===== src/rtl/w_full.sv =====
// w_full: write-domain pointer and full-flag generator for an asynchronous FIFO.
//
// Synchronizes the read domain's Gray read pointer, advances the binary/Gray write
// pointer on accepted writes, and produces the RAM write address, write strobe and
// a registered full flag that asserts on the same edge as the filling write.
//
// Optional feature: define W_FULL_AFULL_EN to add the registered almost_full output
// (occupancy >= AFULL_THRESH), computed from the synchronized read pointer.
//
// Parameters:
//   ADDR_W       RAM address width; depth is 2**ADDR_W, pointers are ADDR_W+1 bits
//   SYNC_STAGES  flop stages on r_ptr_async (2..4)
//   AFULL_THRESH almost_full occupancy threshold (1..2**ADDR_W)
//
// Ports:
//   clk          write-domain clock, rising edge
//   rst          synchronous active-high reset
//   w_en         write request
//   r_ptr_async  Gray read pointer from the read domain (asynchronous)
//   w_ptr        registered Gray write pointer, to the read domain
//   w_addr       registered binary RAM write address
//   w_inc        combinational accepted-write strobe (RAM write enable)
//   full         registered full flag
//   almost_full  registered almost-full flag (W_FULL_AFULL_EN only)

module w_full #(
  parameter int unsigned ADDR_W       = 3,
  parameter int unsigned SYNC_STAGES  = 2,
  parameter int unsigned AFULL_THRESH = 6
) (
  input  logic              clk,
  input  logic              rst,
  input  logic              w_en,
  input  logic [ADDR_W:0]   r_ptr_async,
  output logic [ADDR_W:0]   w_ptr,
  output logic [ADDR_W-1:0] w_addr,
  output logic              w_inc,
  output logic              full
`ifdef W_FULL_AFULL_EN
  ,
  output logic              almost_full
`endif
);

  // Elaboration-time parameter checks.
  if (SYNC_STAGES < 2 || SYNC_STAGES > 4) begin : gen_bad_sync_stages
    $error("w_full: SYNC_STAGES must be in 2..4");
  end
  if (AFULL_THRESH < 1 || AFULL_THRESH > (2 ** ADDR_W)) begin : gen_bad_afull_thresh
    $error("w_full: AFULL_THRESH must be in 1..2**ADDR_W");
  end
  if (ADDR_W < 2) begin : gen_bad_addr_w
    $error("w_full: ADDR_W must be at least 2");
  end

  logic [ADDR_W:0]   wbin_q, wbin_d;
  logic [ADDR_W:0]   wptr_q, wgray_d;
  logic [ADDR_W-1:0] waddr_q;
  logic              full_q, full_d;
  logic [ADDR_W:0]   rq_q [SYNC_STAGES];
  logic [ADDR_W:0]   rq_sync;
  logic [ADDR_W:0]   rq_full_cmp;

  // Reset gates the strobe so the RAM never sees a write during reset.
  assign w_inc = w_en & ~full_q & ~rst;

  always_comb begin
    wbin_d  = wbin_q + {{ADDR_W{1'b0}}, w_inc};
    wgray_d = (wbin_d >> 1) ^ wbin_d;
    rq_sync = rq_q[SYNC_STAGES-1];
    // Full when the write pointer is one lap ahead: in Gray code that is the read
    // pointer with its top two bits inverted.
    rq_full_cmp = {~rq_sync[ADDR_W -: 2], rq_sync[ADDR_W-2:0]};
    full_d      = (wgray_d == rq_full_cmp);
  end

  always_ff @(posedge clk) begin
    if (rst) begin
      wbin_q  <= '0;
      wptr_q  <= '0;
      waddr_q <= '0;
      full_q  <= 1'b0;
      for (int i = 0; i < SYNC_STAGES; i++) begin
        rq_q[i] <= '0;
      end
    end else begin
      wbin_q  <= wbin_d;
      wptr_q  <= wgray_d;
      waddr_q <= wbin_d[ADDR_W-1:0];
      full_q  <= full_d;
      rq_q[0] <= r_ptr_async;
      for (int i = 1; i < SYNC_STAGES; i++) begin
        rq_q[i] <= rq_q[i-1];
      end
    end
  end

  assign w_ptr  = wptr_q;
  assign w_addr = waddr_q;
  assign full   = full_q;

`ifdef W_FULL_AFULL_EN
  localparam logic [ADDR_W:0] AfThresh = (ADDR_W + 1)'(AFULL_THRESH);

  logic [ADDR_W:0] rbin;
  logic [ADDR_W:0] used;
  logic            af_q, af_d;

  always_comb begin
    rbin = '0;
    // Binary bit i is the XOR of Gray bits i and above.
    for (int i = 0; i <= int'(ADDR_W); i++) begin
      rbin[i] = ^(rq_sync >> i);
    end
    used = wbin_d - rbin;
    af_d = (used >= AfThresh);
  end

  always_ff @(posedge clk) begin
    if (rst) begin
      af_q <= 1'b0;
    end else begin
      af_q <= af_d;
    end
  end

  assign almost_full = af_q;
`endif

endmodule


===== config.mk =====
export PLATFORM = sky130hd
export DESIGN_NAME = w_full
export DESIGN_NICKNAME = d
export VERILOG_FILES = /design/src/rtl/w_full.sv
export SDC_FILE = /design/constraint.sdc
export NUM_CORES = 1
export LEC_CHECK = 0
export CAP_MARGIN = 25
export CORE_AREA = 2 2 39 41
export CTS_BUF_LIST = sky130_fd_sc_hd__clkbuf_2 sky130_fd_sc_hd__clkbuf_4 sky130_fd_sc_hd__clkbuf_8
export DETAILED_ROUTE_END_ITERATION = 16
export DIE_AREA = 0 0 41 43
export PLACE_DENSITY = 0.77
export SLEW_MARGIN = 40
export SYNTH_ARGS = -nofsm -noshare
export SYNTH_HDL_FRONTEND = slang
export SYNTH_SLANG_ARGS = --single-unit

===== constraint.sdc =====
create_clock -name clk -period 2.4 [get_ports clk]
set_input_delay 0.36 -clock clk [delete_from_list [all_inputs] [get_ports clk]]
set_output_delay 0.36 -clock clk [all_outputs]
set_load 0.01 [all_outputs]

======== After elaboration in Yosys (flattened, before gate mapping) ========
Memories as Yosys holds them, arrays and structs flattened.
Index checks and enable logic that the tools add are counted.
word-level totals
  register bits after elaboration ......... 12
  bits in writable memories ............... 8
  input bits .............................. 7
  output and inout bits ................... 9
  logic and storage cells ................. 20
  memories kept ........................... 1
operators by class
  add/sub/neg operators ................... 1
  equal/unequal tests ..................... 1
  mux-type cells .......................... 5
  bitwise logic cells ..................... 8
memory list
  memory  words  bits a word  rd ports  clocked after Yosys merged registers in  wr ports  RTL line  source
  rq_q    2      4            2         0                                        2         60        logic [ADDR_W:0] rq_q [SYNC_STAGES];
operator list
  kind                                    count
  4-bit two-way mux                       2
  4-bit by 1-bit adder with 4-bit output  1
  4-bit == test                           1
  3-bit by 4-bit XOR with 4-bit output    1
  1-bit two-way mux                       3
  1-bit bitwise AND                       2
  1-bit NOT                               2
  2-bit NOT                               1
  1-bit bitwise OR                        2

======== Longest topological paths before layout ========
  depth in word-level cells ............... 6
  gate-level depth with buffers ........... 7
  mapped depth without buffers ............ 6

======== Least setup slack after synthesis ========
Ideal clock, no wire load.
  kind .................................... input to register
  from .................................... input rst
  to ...................................... register full_q (netlist: full)
  library setup time ...................... 0.088 ns
  arrival ................................. 2.267 ns
  path slack .............................. 0.045 ns
  stages on the path ...................... 7
  buffers on the path ..................... 1
  cell sequence ........................... clkbuf_1 nor3b_1 ha_1 ha_1 xnor3_1 xnor2_1 nor4_2
on the way
  longest elaborated chain between the ends .. 5
RTL lines
  element                                 RTL line  source
  start: declaration                      32        input logic rst,
  1-bit NOT                               65        assign w_inc = w_en & ~full_q & ~rst;
  1-bit bitwise AND                       65
  net w_inc                               37        output logic w_inc,
  4-bit by 1-bit adder with 4-bit output  68        wbin_d = wbin_q + {{ADDR_W{1'b0}}, w_inc};
  net wbin_d[1]                           56        logic [ADDR_W:0] wbin_q, wbin_d;
  3-bit by 4-bit XOR with 4-bit output    69        wgray_d = (wbin_d >> 1) ^ wbin_d;
  4-bit == test                           74        full_d = (wgray_d == rq_full_cmp);
  end signal: assignment                  90        full_q <= full_d;
  end: declaration                        59        logic full_q, full_d;
The timed path passes the listed nets, and every way through them passes these cells.
A chain may end at the register's enable or synchronous reset.

======== Final worst setup path ========
  from .................................... input rst
  to ...................................... register full_q (netlist: full)
on the way
  longest elaborated chain between the ends .. 5
RTL lines
  element                                 RTL line
  1-bit NOT                               65
  1-bit bitwise AND                       65
  4-bit by 1-bit adder with 4-bit output  68
  net wbin_d[1]                           56
  3-bit by 4-bit XOR with 4-bit output    69
  4-bit == test                           74
The timed path passes the listed nets, and every way through them passes these cells.

==> impl_metrics.toml <==
[logic_synthesis]
yosys_warnings = 0
yosys.area.top_type = "dfxtp_1"
ys_top_cells_by_area = "dfxtp_1, xnor3_1, nor2b_1, xnor2_1, ha_1"
ys_ff_latch = 16
synthMuxAreaShare = 0
synth_top_family_by_area = "XOR/XNOR gates"
synthSimpleGateAreaFrac = 0.1822
ys_types = 13
seq_area_frac_synth = 0.5182
synth_compound_area_frac = 0.03036
syn_inst = 50
synth_fp_nets = 59
syn_avg_cell_area_um2 = 12.36
yosys.area.top_type_share = 0.5182
synth_xor_area_frac = 0.2227
yosys.area_share.adder = 0.04049
syn_area_um2 = 618.1

[route]
avgRoutedWirePerCell_um = 10.70
vias = 406
firstDrtPassIters = 2
drt-total-wl_um = 942
via_per_inst = 4.614
drcViolationCount = 0
drt_iter0_drc = 4
drtAntennaViolNets = 0

[floorplanning]
rows = 14
start_util = 0.4467
design.core.area_um2 = 1384
die_w_um = 41
dieArea_um2 = 1763
die_h_um = 43
pin_count = 16

[global_routing]
gr-usage-met3 = 0.03141
grt.busiest_layer = "met2"
grt_max_degree = 17
antenna_found_initial = 0
globalRouteMet2Util = 0.2156
overflow = 0
grt_pass1_wl_um = 1600
grt_util_met1 = 0.1593
grt_pass1_vias = 404
grt.total_usage = 0.1429

[layout]
layout_commonest_cell = "dfxtp_1"
fin_cells = 88
fin_area_um2 = 850.8
area_growth_pct = 37.65
fin_util = 0.6148
drive_gt1_frac = 0.1389
diodes = 0
fin_nets = 82
layout_common_cells = "dfxtp_1, clkdlybuf4s50_1, nor2b_1"

[sta]
relSlewSlack = 0.8192
finClkSkew_ns = 0.002354
setup_ws_ns = 0.2357
final.period_utilization = 0.9018
setup_viol = 0
final-hold-violation-count = 0
final_max_slew_viol_count = 0
rsz0062_at_grt = "no"
tightest_slew_ns = 0.2706
setup_tns_ns = 0
max_freq_mhz = 462.0
finalCriticalPeriod_ns = 2.164
holdWs_ns = 0.4450

[power_and_ir_drop]
power_mw = 0.5254
clock_power_share = 0.334
p_per_area_nw_per_um2 = 617.5
power_frac_seq = 0.535
peakVddDrop_v = 0.0003602
sw_frac_of_total = 0.2106
comb_power_share = 0.132
p_leak_nw = 0.3423
power_switching_mw = 0.1106
p_int_mw = 0.4147

[cts]
root_buffer = "clkbuf_4"
cts_resized = 0
clkTransAtPathRegs_ns = 0.09
clock_sinks = 16
cts-buffers-inserted = 3
hold_buffers = 0
postCtsSetupRepairBufs = 0
cts_tree = "yes"
clock_path_buffers = 2
clk_latency_ns = 0.29
htree_levels = 1

[setup_path]
critPathMaxStageDelay_ns = 0.46
reg2reg_depth = 6
rr_startpoint = "full$_SDFF_PP0_"
critPathLaunch = "rst"
r2r_end = "full$_SDFF_PP0_"
critPathKind = "in2reg"
crit_top_cell = "ha_1"
crit_end = "full$_SDFF_PP0_"
cpMaxStageDelayCell = "clkdlybuf4s50_1"
worstPathCellList = "clkdlybuf4s50_1 -> nor3b_1 -> ha_1 -> ha_1 -> xnor3_1 -> xnor2_1 -> nor4_2"
cp.required_ns = 2.61
worst-endpoint-arrival_ns = 2.37
path_max_fanout = 3
worstSetupStartpointType = "input pin"
r2r_setup_slack_ns = 0.48
setup.worst_path.end_class = "flip-flop"

[run]
drv_cap = 0

[min_path]
hold_start = "rq_q[0][3]$_SDFF_PP0_"
hold_path.class = "reg2reg"

[place]
dp_hpwl_um = 747
numPortBuffers = 15
pre_cts_ws_ns = -0.1249
dpl.cell_count = 84
gp_congestion = 0.6522
place_area_um2 = 814.5

[status]
outcome = "completed"
-- final cells by class --
| type | count | area (µm²) |
|---|---|---|
| Tap cell | 16 | 20.02 |
| Sequential cell | 16 | 320.3 |
| Fill cell | 130 | 533.0 |
| Multi-Input combinational cell | 33 | 294.0 |
| Timing Repair Buffer | 19 | 180.2 |
| Clock buffer | 4 | 36.28 |
-- layer usage --
| metal | vias up | wire length, µm |
|---|---|---|
| met5 | - | 0 |
| met4 | 0 | 26 |
| met3 | 4 | 54 |
| met2 | 16 | 476 |
| met1 | 184 | 385 |
| li1 | 202 | - |
-- flip-flops by register name, summed over array words and instances (netlist names) --
name and flops:
wbin_q 4, full 1, rq_q 8, w_ptr 3
-- kinds of logic (layout without fill, tap and decap cells) --
family / Yosys count / in the layout
and+or+nand+nor: 19 / 19
DFF: 16 / 16
xor gates and xnor gates: 11 / 11
adders and majority gates: 2 / 2
AOI/OAI and AO/OA: 1 / 1
buffers and inverters: 1 / 23
-- worst min-delay path by stage --
stage / to / slack [ns] / depth (start not counted)
after floorplan: rq_q[0][4]$_SDFF_PP0_ / 0.41 / 1
after global placement: rq_q[0][5]$_SDFF_PP0_ / 0.42 / 1
after detailed placement: rq_q[0][7]$_SDFF_PP0_ / 0.43 / 1
after CTS: rq_q[0][7]$_SDFF_PP0_ / 0.45 / 1
after global routing: rq_q[0][7]$_SDFF_PP0_ / 0.46 / 1
final: rq_q[0][7]$_SDFF_PP0_ / 0.45 / 1
-- power by group through the flow --
| stage | Combinational, mW | Clock, mW | Sequential [mW] |
|---|---|---|---|
| after CTS | 0.0706 | 0.179 | 0.281 |
| final | 0.0692 | 0.175 | 0.281 |
| after floorplan | 0.0364 | 0 | 0.289 |
| after global routing | 0.0769 | 0.192 | 0.282 |
| after global placement | 0.0683 | 0 | 0.287 |
| after detailed placement | 0.0705 | 0 | 0.287 |
-- cell usage after synthesis, drive strengths merged --
cell and n:
a21boi 1, xnor3 3, nor2b 10, xor2 2, nor3b 1, clkbuf 1, dfxtp 16, nor4 1
nand3 1, xnor2 6, nand2b 1, nor2 5, ha 2
-- critical path, delay by kind of cell --
family        cells  cell delay, ns
simple gates      2            0.49
fa+ha+maj         2            0.49
xor+xnor          2            0.56
buf+inv           1            0.46
Note: power is estimated with default switching activity, not from simulation.
